### src/rtl/cpu_pkg.sv
// Shared CPU types and constants: fetch FSM states, IF/ID bundle,
// reset/NOP defaults and the PC increment.
package cpu_pkg;

  typedef enum logic {
    IDLE,
    REQ
  } fetch_state_t;

  typedef struct packed {
    logic        valid;
    logic [31:0] instr;
    logic [31:0] pc_plus4;
  } if_id_t;

  localparam logic [31:0] RESET_VECTOR_DEF = 32'h0000_0000;
  localparam logic [31:0] NOP_INSTR_DEF    = 32'h0000_0000;
  localparam logic [31:0] PC_INC           = 32'd4;

endpackage

### src/rtl/fetch_stage_if.sv
// Instruction-memory req/ack handshake between fetch stage and imem.
// Master drives req/addr; slave answers with ack/rdata.
interface fetch_stage_if;

  logic        imem_req;
  logic [31:0] imem_addr;
  logic        imem_ack;
  logic [31:0] imem_rdata;

  modport master (
    output imem_req,
    output imem_addr,
    input  imem_ack,
    input  imem_rdata
  );

  modport slave (
    input  imem_req,
    input  imem_addr,
    output imem_ack,
    output imem_rdata
  );

endinterface

### src/rtl/fetch_stage_next_pc_sel.sv
// Combinational next-PC mux: sequential PC+4 or a jump/branch
// redirect (jump wins), plus redirect and misaligned-target flags.
module next_pc_sel
  import cpu_pkg::*;
(
  input  logic [31:0] i_pc,
  input  logic        i_jump,
  input  logic [25:0] i_jump_index,
  input  logic        i_branch_taken,
  input  logic [31:0] i_branch_target,
  input  logic [31:0] i_if_id_pc_plus4,
  input  logic        i_if_id_valid,
  output logic [31:0] o_next_pc,
  output logic        o_redirect,
  output logic        o_misaligned
);

  logic [31:0] w_target;
  logic        w_unused;

  // only the region bits of the IF/ID PC+4 feed a J-type target
  assign w_unused = ^i_if_id_pc_plus4[27:0];

  always_comb begin
    w_target = i_branch_target;
    if (i_jump) begin
      w_target = {i_if_id_pc_plus4[31:28],
                  i_jump_index, 2'b00};
    end
  end

  assign o_redirect =
    i_if_id_valid & (i_jump | i_branch_taken);

  assign o_next_pc =
    o_redirect ? w_target : i_pc + PC_INC;

  assign o_misaligned =
    o_redirect & (w_target[1:0] != 2'b00);

endmodule

### src/rtl/fetch_stage.sv
// IF stage: PC register, imem req/ack FSM and IF/ID register.
// Define DELAY_SLOT_EN to let a same-cycle fetch survive a redirect.
module fetch_stage
  import cpu_pkg::*;
#(
  parameter logic [31:0] RESET_VECTOR = RESET_VECTOR_DEF,
  parameter logic [31:0] NOP_INSTR    = NOP_INSTR_DEF
) (
  input  logic          clk,
  input  logic          reset,
  input  logic          stall,
  input  logic          branch_taken,
  input  logic [31:0]   branch_target,
  input  logic          jump,
  input  logic [25:0]   jump_index,
  fetch_stage_if.master imem,
  output logic [31:0]   pc,
  output logic          if_id_valid,
  output logic [31:0]   if_id_instr,
  output logic [31:0]   if_id_pc_plus4,
  output logic          misalign_err
);

  localparam if_id_t BUBBLE = '{
    valid:    1'b0,
    instr:    NOP_INSTR,
    pc_plus4: 32'h0
  };

  fetch_state_t r_state;
  fetch_state_t w_state_nxt;
  logic         w_req;

  logic [31:0]  r_pc;
  logic [31:0]  w_pc_d;
  if_id_t       r_ifid;
  if_id_t       w_ifid_d;
  if_id_t       w_fill;
  logic         r_err;

  logic [31:0]  w_next_pc;
  logic         w_redirect;
  logic         w_misaligned;
  logic         w_fire;

  next_pc_sel u_next_pc_sel (
    .i_pc             (r_pc),
    .i_jump           (jump),
    .i_jump_index     (jump_index),
    .i_branch_taken   (branch_taken),
    .i_branch_target  (branch_target),
    .i_if_id_pc_plus4 (r_ifid.pc_plus4),
    .i_if_id_valid    (r_ifid.valid),
    .o_next_pc        (w_next_pc),
    .o_redirect       (w_redirect),
    .o_misaligned     (w_misaligned)
  );

  always_ff @(posedge clk or posedge reset) begin
    if (reset) r_state <= IDLE;
    else       r_state <= w_state_nxt;
  end

  always_comb begin
    w_state_nxt = r_state;
    w_req       = 1'b0;
    unique case (r_state)
      IDLE: w_state_nxt = REQ;
      REQ:  w_req       = 1'b1;
      default: w_state_nxt = IDLE;
    endcase
  end

  assign w_fire = w_req & imem.imem_ack & ~stall;

  assign w_fill = '{
    valid:    1'b1,
    instr:    imem.imem_rdata,
    pc_plus4: r_pc + PC_INC
  };

  // a redirect beats both stall and an in-flight ack
  always_comb begin
    w_pc_d   = r_pc;
    w_ifid_d = r_ifid;
    priority case (1'b1)
      w_redirect: begin
        w_pc_d = w_next_pc;
`ifdef DELAY_SLOT_EN
        w_ifid_d = w_fire ? w_fill : BUBBLE;
`else
        w_ifid_d = BUBBLE;
`endif
      end
      w_fire: begin
        w_pc_d   = w_next_pc;
        w_ifid_d = w_fill;
      end
      !stall:  w_ifid_d = BUBBLE;
      default: w_ifid_d = r_ifid;
    endcase
  end

  always_ff @(posedge clk or posedge reset) begin
    if (reset) begin
      r_pc   <= RESET_VECTOR;
      r_ifid <= BUBBLE;
      r_err  <= 1'b0;
    end else begin
      r_pc   <= w_pc_d;
      r_ifid <= w_ifid_d;
      r_err  <= r_err | w_misaligned;
    end
  end

  assign imem.imem_req  = w_req;
  assign imem.imem_addr = r_pc;

  assign pc             = r_pc;
  assign if_id_valid    = r_ifid.valid;
  assign if_id_instr    = r_ifid.instr;
  assign if_id_pc_plus4 = r_ifid.pc_plus4;
  assign misalign_err   = r_err;

endmodule
### src/flat_wrapper.sv
// flat-port wrapper written by rule: the top's interface ports become plain ports
module fetch_stage_flat import cpu_pkg::*;
#(
  parameter logic [31:0] RESET_VECTOR = RESET_VECTOR_DEF,
  parameter logic [31:0] NOP_INSTR    = NOP_INSTR_DEF
)
  (clk, reset, stall, branch_taken, branch_target, jump, jump_index, pc, if_id_valid, if_id_instr, if_id_pc_plus4, misalign_err, imem_imem_req, imem_imem_addr, imem_imem_ack, imem_imem_rdata);
  fetch_stage_if imem_i ();
  input  logic clk;
  input  logic reset;
  input  logic stall;
  input  logic branch_taken;
  input  logic [31:0] branch_target;
  input  logic jump;
  input  logic [25:0] jump_index;
  output logic [31:0] pc;
  output logic if_id_valid;
  output logic [31:0] if_id_instr;
  output logic [31:0] if_id_pc_plus4;
  output logic misalign_err;
  output wire logic [$bits(imem_i.imem_req)-1:0] imem_imem_req;
  output wire logic [$bits(imem_i.imem_addr)-1:0] imem_imem_addr;
  input wire logic [$bits(imem_i.imem_ack)-1:0] imem_imem_ack;
  input wire logic [$bits(imem_i.imem_rdata)-1:0] imem_imem_rdata;
  assign imem_imem_req = imem_i.imem_req;
  assign imem_imem_addr = imem_i.imem_addr;
  assign imem_i.imem_ack = imem_imem_ack;
  assign imem_i.imem_rdata = imem_imem_rdata;
  fetch_stage #(.RESET_VECTOR(RESET_VECTOR), .NOP_INSTR(NOP_INSTR)) u_core (.clk(clk), .reset(reset), .stall(stall), .branch_taken(branch_taken), .branch_target(branch_target), .jump(jump), .jump_index(jump_index), .imem(imem_i), .pc(pc), .if_id_valid(if_id_valid), .if_id_instr(if_id_instr), .if_id_pc_plus4(if_id_pc_plus4), .misalign_err(misalign_err));
endmodule
### config.mk
export PLATFORM = sky130hd
export DESIGN_NAME = fetch_stage_flat
export DESIGN_NICKNAME = d
export VERILOG_FILES = /design/src/rtl/cpu_pkg.sv /design/src/rtl/fetch_stage_if.sv /design/src/rtl/fetch_stage_next_pc_sel.sv /design/src/rtl/fetch_stage.sv /design/src/flat_wrapper.sv
export SDC_FILE = /design/constraint.sdc
export NUM_CORES = 1
export LEC_CHECK = 0
export BUFFER_PORTS_ARGS = -buffer_cell sky130_fd_sc_hd__buf_2
export CORE_MARGIN = 8
export CORE_UTILIZATION = 25
export DETAILED_ROUTE_END_ITERATION = 10
export PLACE_DENSITY = 0.54
export SLEW_MARGIN = 20
export SYNTH_ARGS = -nofsm -noshare
export SYNTH_HDL_FRONTEND = slang
export SYNTH_SLANG_ARGS = --single-unit
### constraint.sdc
create_clock -name clk -period 8.3 [get_ports clk]
set_input_delay 0.415 -clock clk [delete_from_list [all_inputs] [get_ports clk]]
set_output_delay 0.415 -clock clk [all_outputs]
set_load 0.02 [all_outputs]
Yosys cells after proc, flatten, opt, wreduce, memory -nomap -nowiden --
Index checks and enable logic that the tools add are counted.
Word-level totals: flip-flop bits (word level) 99, input bits 96, output and inout bits 131, logic and storage cells 25
Operators by class: muxes and demuxes 8, eq/ne operators 1, reduce and logical (&&, ||, !) cells 2, $add $sub $neg 1, bitwise logic cells 7
Operators by type and width (number):
- 65-bit two-way mux | 3
- 32-bit two-way mux | 4
- 32-bit by 3-bit adder with 32-bit output, second input constant | 1
- 1-bit AND | 4
- 2-bit nonzero test | 2
- 3-bit by 1-bit inequality test with 1-bit output, second input constant | 1
- 1-bit OR | 2
- 1-bit two-way mux | 1
- 1-bit inverter | 1

Logic depth before layout (Yosys ltp) --
depth after elaboration 5, mapped depth 7, mapped depth without buffers 5

Cells and area by module --
Synthesis repeated with hierarchy kept, for this count alone.
Second synthesis, totals: cell total of the unflattened synthesis 591, area total of the unflattened synthesis 5888.1 um^2
Modules (own cells, without submodules):
- fetch_stage | times used 1, seq. area each 2477.4 um^2, cells each 387, area each 4559.4 um^2
- next_pc_sel | times used 1, seq. area each 0.0 um^2, cells each 204, area each 1328.8 um^2

Least setup slack after synthesis --
No wires, ideal clock.
path kind reg2reg, from register u_core.r_pc[2] (netlist: u_core.imem.imem_addr[2]), to register u_core.r_ifid (netlist bit u_core.if_id_pc_plus4[28]), path slack 6.104 ns, data required time 8.231 ns, clock period less this slack 2.196 ns, data arrival time 2.127 ns, cell stages (with the launch flop) 8, library setup time 0.069 ns, buffers on the path 2, cells stage by stage dfrtp_1 -> ha_1 -> nand4_1 -> or3_1 -> clkbuf_1 -> buf_2 -> or4_1 -> nand3_1
Between the ends: cells in the longest elaborated chain, start to end 3
Ends and longest elaborated chain:
- start, declared | RTL line fetch_stage.sv:34 | logic [31:0] r_pc;
- start signal, assigned | RTL line fetch_stage.sv:110 | r_pc <= w_pc_d;
- 32-bit by 3-bit adder with 32-bit output | RTL line fetch_stage.sv:79 | pc_plus4: r_pc + PC_INC
- 65-bit two-way mux (2 in a row) | RTL line fetch_stage.sv:86 | priority case (1'b1)
- end signal, assigned | RTL line fetch_stage.sv:111 | r_ifid <= w_ifid_d;
- end, declared | RTL line fetch_stage.sv:36 | if_id_t r_ifid;
Every way passes these cells. A chain may end at the register's enable or synchronous reset.

Worst setup path in the final report --
from input port jump, to register u_core.r_ifid (netlist bit u_core.if_id_instr[2])
Between the ends: cells in the longest elaborated chain, start to end 3, elaborated cells between the ends (all ways) 4, classes of those cells eq/ne: 1; mux: 1; bitwise: 2
Ends and longest elaborated chain:
- start, declared | RTL line flat_wrapper.sv:14 | input logic jump;
- 1-bit OR * | RTL line fetch_stage_next_pc_sel.sv:33 | i_if_id_valid & (i_jump | i_branch_taken);
- 1-bit AND * | RTL line fetch_stage_next_pc_sel.sv:33
- 3-bit by 1-bit inequality test with 1-bit output (no source line) or 65-bit two-way mux (tied branches)
Every way passes the cells marked *; elsewhere a longest branch is shown, timed or not.

==> summary.md <==
| Metric | Value |
|---|---|
| Die width | 164 um |
| P_sw | 0.680 mW |
| EDFF count, synth | 0 |
| Clk slew on worst S/H paths | 0.07 ns |
| Crit share post-route | 37.3% |
| Clock Power Share | 24.6% |
| Area growth, synth to finish | 24.4% |
| Core Footprint | 21,600 sq um |
| Cell mode on critical path | buf_4 |
| Clock Tree Buf Depth | 2 |
| Cell count after synthesis | 550 |
| Proportion of layout cells with a drive suffix above 1 | 37.0% |
| Cts repair resizes | 0 |
| CTS Buf Count | 9 |
| Arr. time, crit path | 3.38 ns |
| Worst VDD drop | 0.100 mV |
| H-Tree Depth | 3 |
| Synth Flop Type | dfrtp_1 |
| Internal power | 0.962 mW |
| Layout Nets | 810 |
| Total power draw | 1.64 mW |
| R2R cell count | 5 |
| Syn_area_per_cell | 9.90 sq um |
| Outcome | finished clean |
| Synth async-reset ratio | 100% |
| Setup tns final | 0 ns |
| Minimum clock period | 3.10 ns |
| Overflow after GRT | 0 |
| P_leak | 3.09 nW |
| Drt total wl | 19,500 um |
| CP Class | input pin to register |
| Vias in the first global route | 5,054 |
| Vias/cell | 5.00 |
| Sw Share | 41.4% |
| Post-synth cell types | 52 |
| Clock Skew | 0.00770 ns |
| Worst reg2reg setup slack | 5.54 ns |
| Total track usage | 14.4% |
| Post-CTS Setup Bufs | 0 |
| Kind of cell adding the most delay to the critical path | buffers and inverters |
| RSZ-0062 raised after global routing | false |
| Slowest cell on crit path | o21ai_4 |
| Die area | 26,800 sq um |
| Post-detail-place hpwl | 14,100 um |
| Largest net degree at the start of global routing | 68 |
| Max Cap Violations | 0 |
| Crit path buf inv count | 4 |
| Total number of vias | 4,994 |
| CP Data Required Time | 8.58 ns |
| CTS Root Cell | clkbuf_16 |
| Highest Clock Rate | 323 MHz |
| Seq cells post-synth | 99 |
| First DRT Iteration DRCs | 288 |
| Reg-to-reg startpoint | u_core.if_id_valid |
| Syn_nets | 647 |
| Fin. max-slew vios | 0 |
| Placement Cell Area | 6490 sq um |
| Initial antenna violation count | 1 |
| Slowest stage delay, CP | 0.59 ns |
| Synth Cell Area | 5450 sq um |
| R2R Path End | u_core.if_id_instr[2] |
| Design area | 6770 sq um |
| Synth area leaders | dfrtp_1 (45%), a22o_1 (5.5%), buf_4 (4.7%) |
| Critical Path End Type | register |
| Worst relative slew slack | 39.3% |
| Sequential element share of the synthesized area | 45.5% |
| Reg power frac | 41.9% |
| Residual DRC | 0 |
| Wire per inst | 19.6 um |
| CP max FO | 58 |
| Site Rows | 54 |
| Hold_buf cts | 0 |
| Power Dens Cells | 242 nW/um^2 |
| Yosys top cell area share | 45.5% |
| Antenna Cells | 0 |
| GP Congestion | 0.730 |
| Die Ht | 164 um |
| Hold Vio Cnt, Final | 0 |
| Synth warnings | 0 |
| Routed Antenna Nets | 0 |
| Combinational power share | 33.6% |
| Global-route wire length before repair | 30,000 um |
| CTS Sinks | 99 |
| Setup-failing EPs final | 0 |
| Hold WC Path Type | input pin to async pin |
| Dominant cell type by area after synthesis | dfrtp_1 |
| Worst-Margin Slew | 0.911 ns |
| I/O Buffers | 226 |
| Initial Utilization | 25.2% |
| # IOs | 227 |
| CTS tree | done |
| Iteration count of the initial detailed-routing pass | 4 |
| Cell chain of the critical path | buf_2 -> buf_4 -> o21ai_4 -> buf_4 -> and2_2 -> buf_4 -> a22o_1 |
| Startpoint types | input pin |
| Clock latency on the worst-skew pair | 0.35 ns |
## placed cells by master (no fill, tap or decap), drive strengths merged, types with 2 or more instances in the layout
master,synthesis,routed
and2,2,2
nand3b,3,3
mux2i,7,7
o211ai,21,21
a22o,34,34
nand4,9,9
inv,2,2
o311ai,3,3
a21oi,8,8
buf,50,232
dfrtp,99,99
nor2,10,10
nor3,6,6
or4,34,34
nand3,26,26
xnor2,11,11
o31ai,12,12
xor2,10,10
o21ai,18,18
nand2,54,54
clkbuf,30,14
nand4b,4,4
or3,13,13
clkinv,0,2
nor4,5,5
a211oi,23,23
nor2b,22,22
a31oi,17,17
or2,5,5
## layer usage
layer  track usage (%)  routed length [um]  up-vias
met2              22.9                8910      199
met1              19.2                8820     2418
li1                  -                   -     2355
met5                 0                  18        -
met4              3.26                 229        2
met3              3.83                1560       20
## kinds of logic after synthesis
logic type	share of synthesized area, %
AOI/OAI and AO/OA	18.9
xor gates and xnor gates	3.38
adders and majority gates	0.230
buffers and inverters	9.35
DFF	45.5
muxes	1.29
other	0.0689
and+or+nand+nor	21.3
## worst max path at each step
stage,to,slack (ns),depth (start not counted),startpoint
after CTS,u_core.if_id_instr[11],5.15,7,jump
after detailed placement,u_core.if_id_instr[11],4.79,7,jump
after global placement,u_core.if_id_instr[5],4.86,7,jump
after global routing,u_core.if_id_pc_plus4[2],4.95,8,jump
final,u_core.if_id_instr[2],5.20,7,jump
after floorplan,u_core.if_id_instr[0],5.29,1,reset
## worst reg2reg max path, delay by kind of cell (launching register included)
kind | cells | cell delay, ns
buffers and inverters | 2 | 1.07
AOI/OAI and AO/OA | 2 | 0.55
DFF | 1 | 0.47
and+or+nand+nor | 1 | 0.60
## flip-flops by register name (all words and copies together) (netlist names)
name and cells:
u_core.r_state 1, u_core.if_id_pc_plus4 32, u_core.misalign_err 1, u_core.imem.imem_addr 32
u_core.if_id_valid 1, u_core.if_id_instr 32
## layout make-up
type | instances | area, sq um
Timing Repair Buffer | 232 | 1180
Inverter | 2 | 10.0
Clock inverter | 2 | 10.0
Multi-Input combinational cell | 369 | 2490
Sequential cell | 99 | 2480
Clock buffer | 14 | 264
Fill cell | 2300 | 14800
Tap cell | 280 | 350
## through the flow
step	instances	utilization [%]	hold slack, ns	worst slack [ns]
final	998	31.3	0.0594	5.20
after detailed placement	982	30.0	0.447	4.79
after global placement	982	30.0	0.450	4.86
after global routing	998	31.3	0.0881	4.95
after floorplan	550	-	0.548	5.29
after CTS	998	31.3	0.0711	5.15
## synthesized netlist by cell type (7+ instances only)
master / number
a211oi_1: 23
a21oi_1: 8
a22o_1: 34
a31oi_1: 17
buf_2: 7
buf_4: 34
clkbuf_1: 24
dfrtp_1: 99
mux2i_1: 7
nand2_1: 54
nand3_1: 24
nor2_1: 10
nor2b_1: 22
o211ai_1: 21
o21ai_0: 17
o31ai_1: 12
or3_1: 11
or4_1: 31
xnor2_1: 11
xor2_1: 10
## power groups by stage
stage	Clock [mW]	Sequential [mW]	Combinational (mW)
CTS	0.419	0.690	0.562
finish	0.404	0.688	0.551
global placement	0	0.696	0.558
floorplan	0	0.735	0.349
detailed placement	0	0.699	0.560
global route	0.439	0.707	0.602
(Power assumes the default switching activity.)
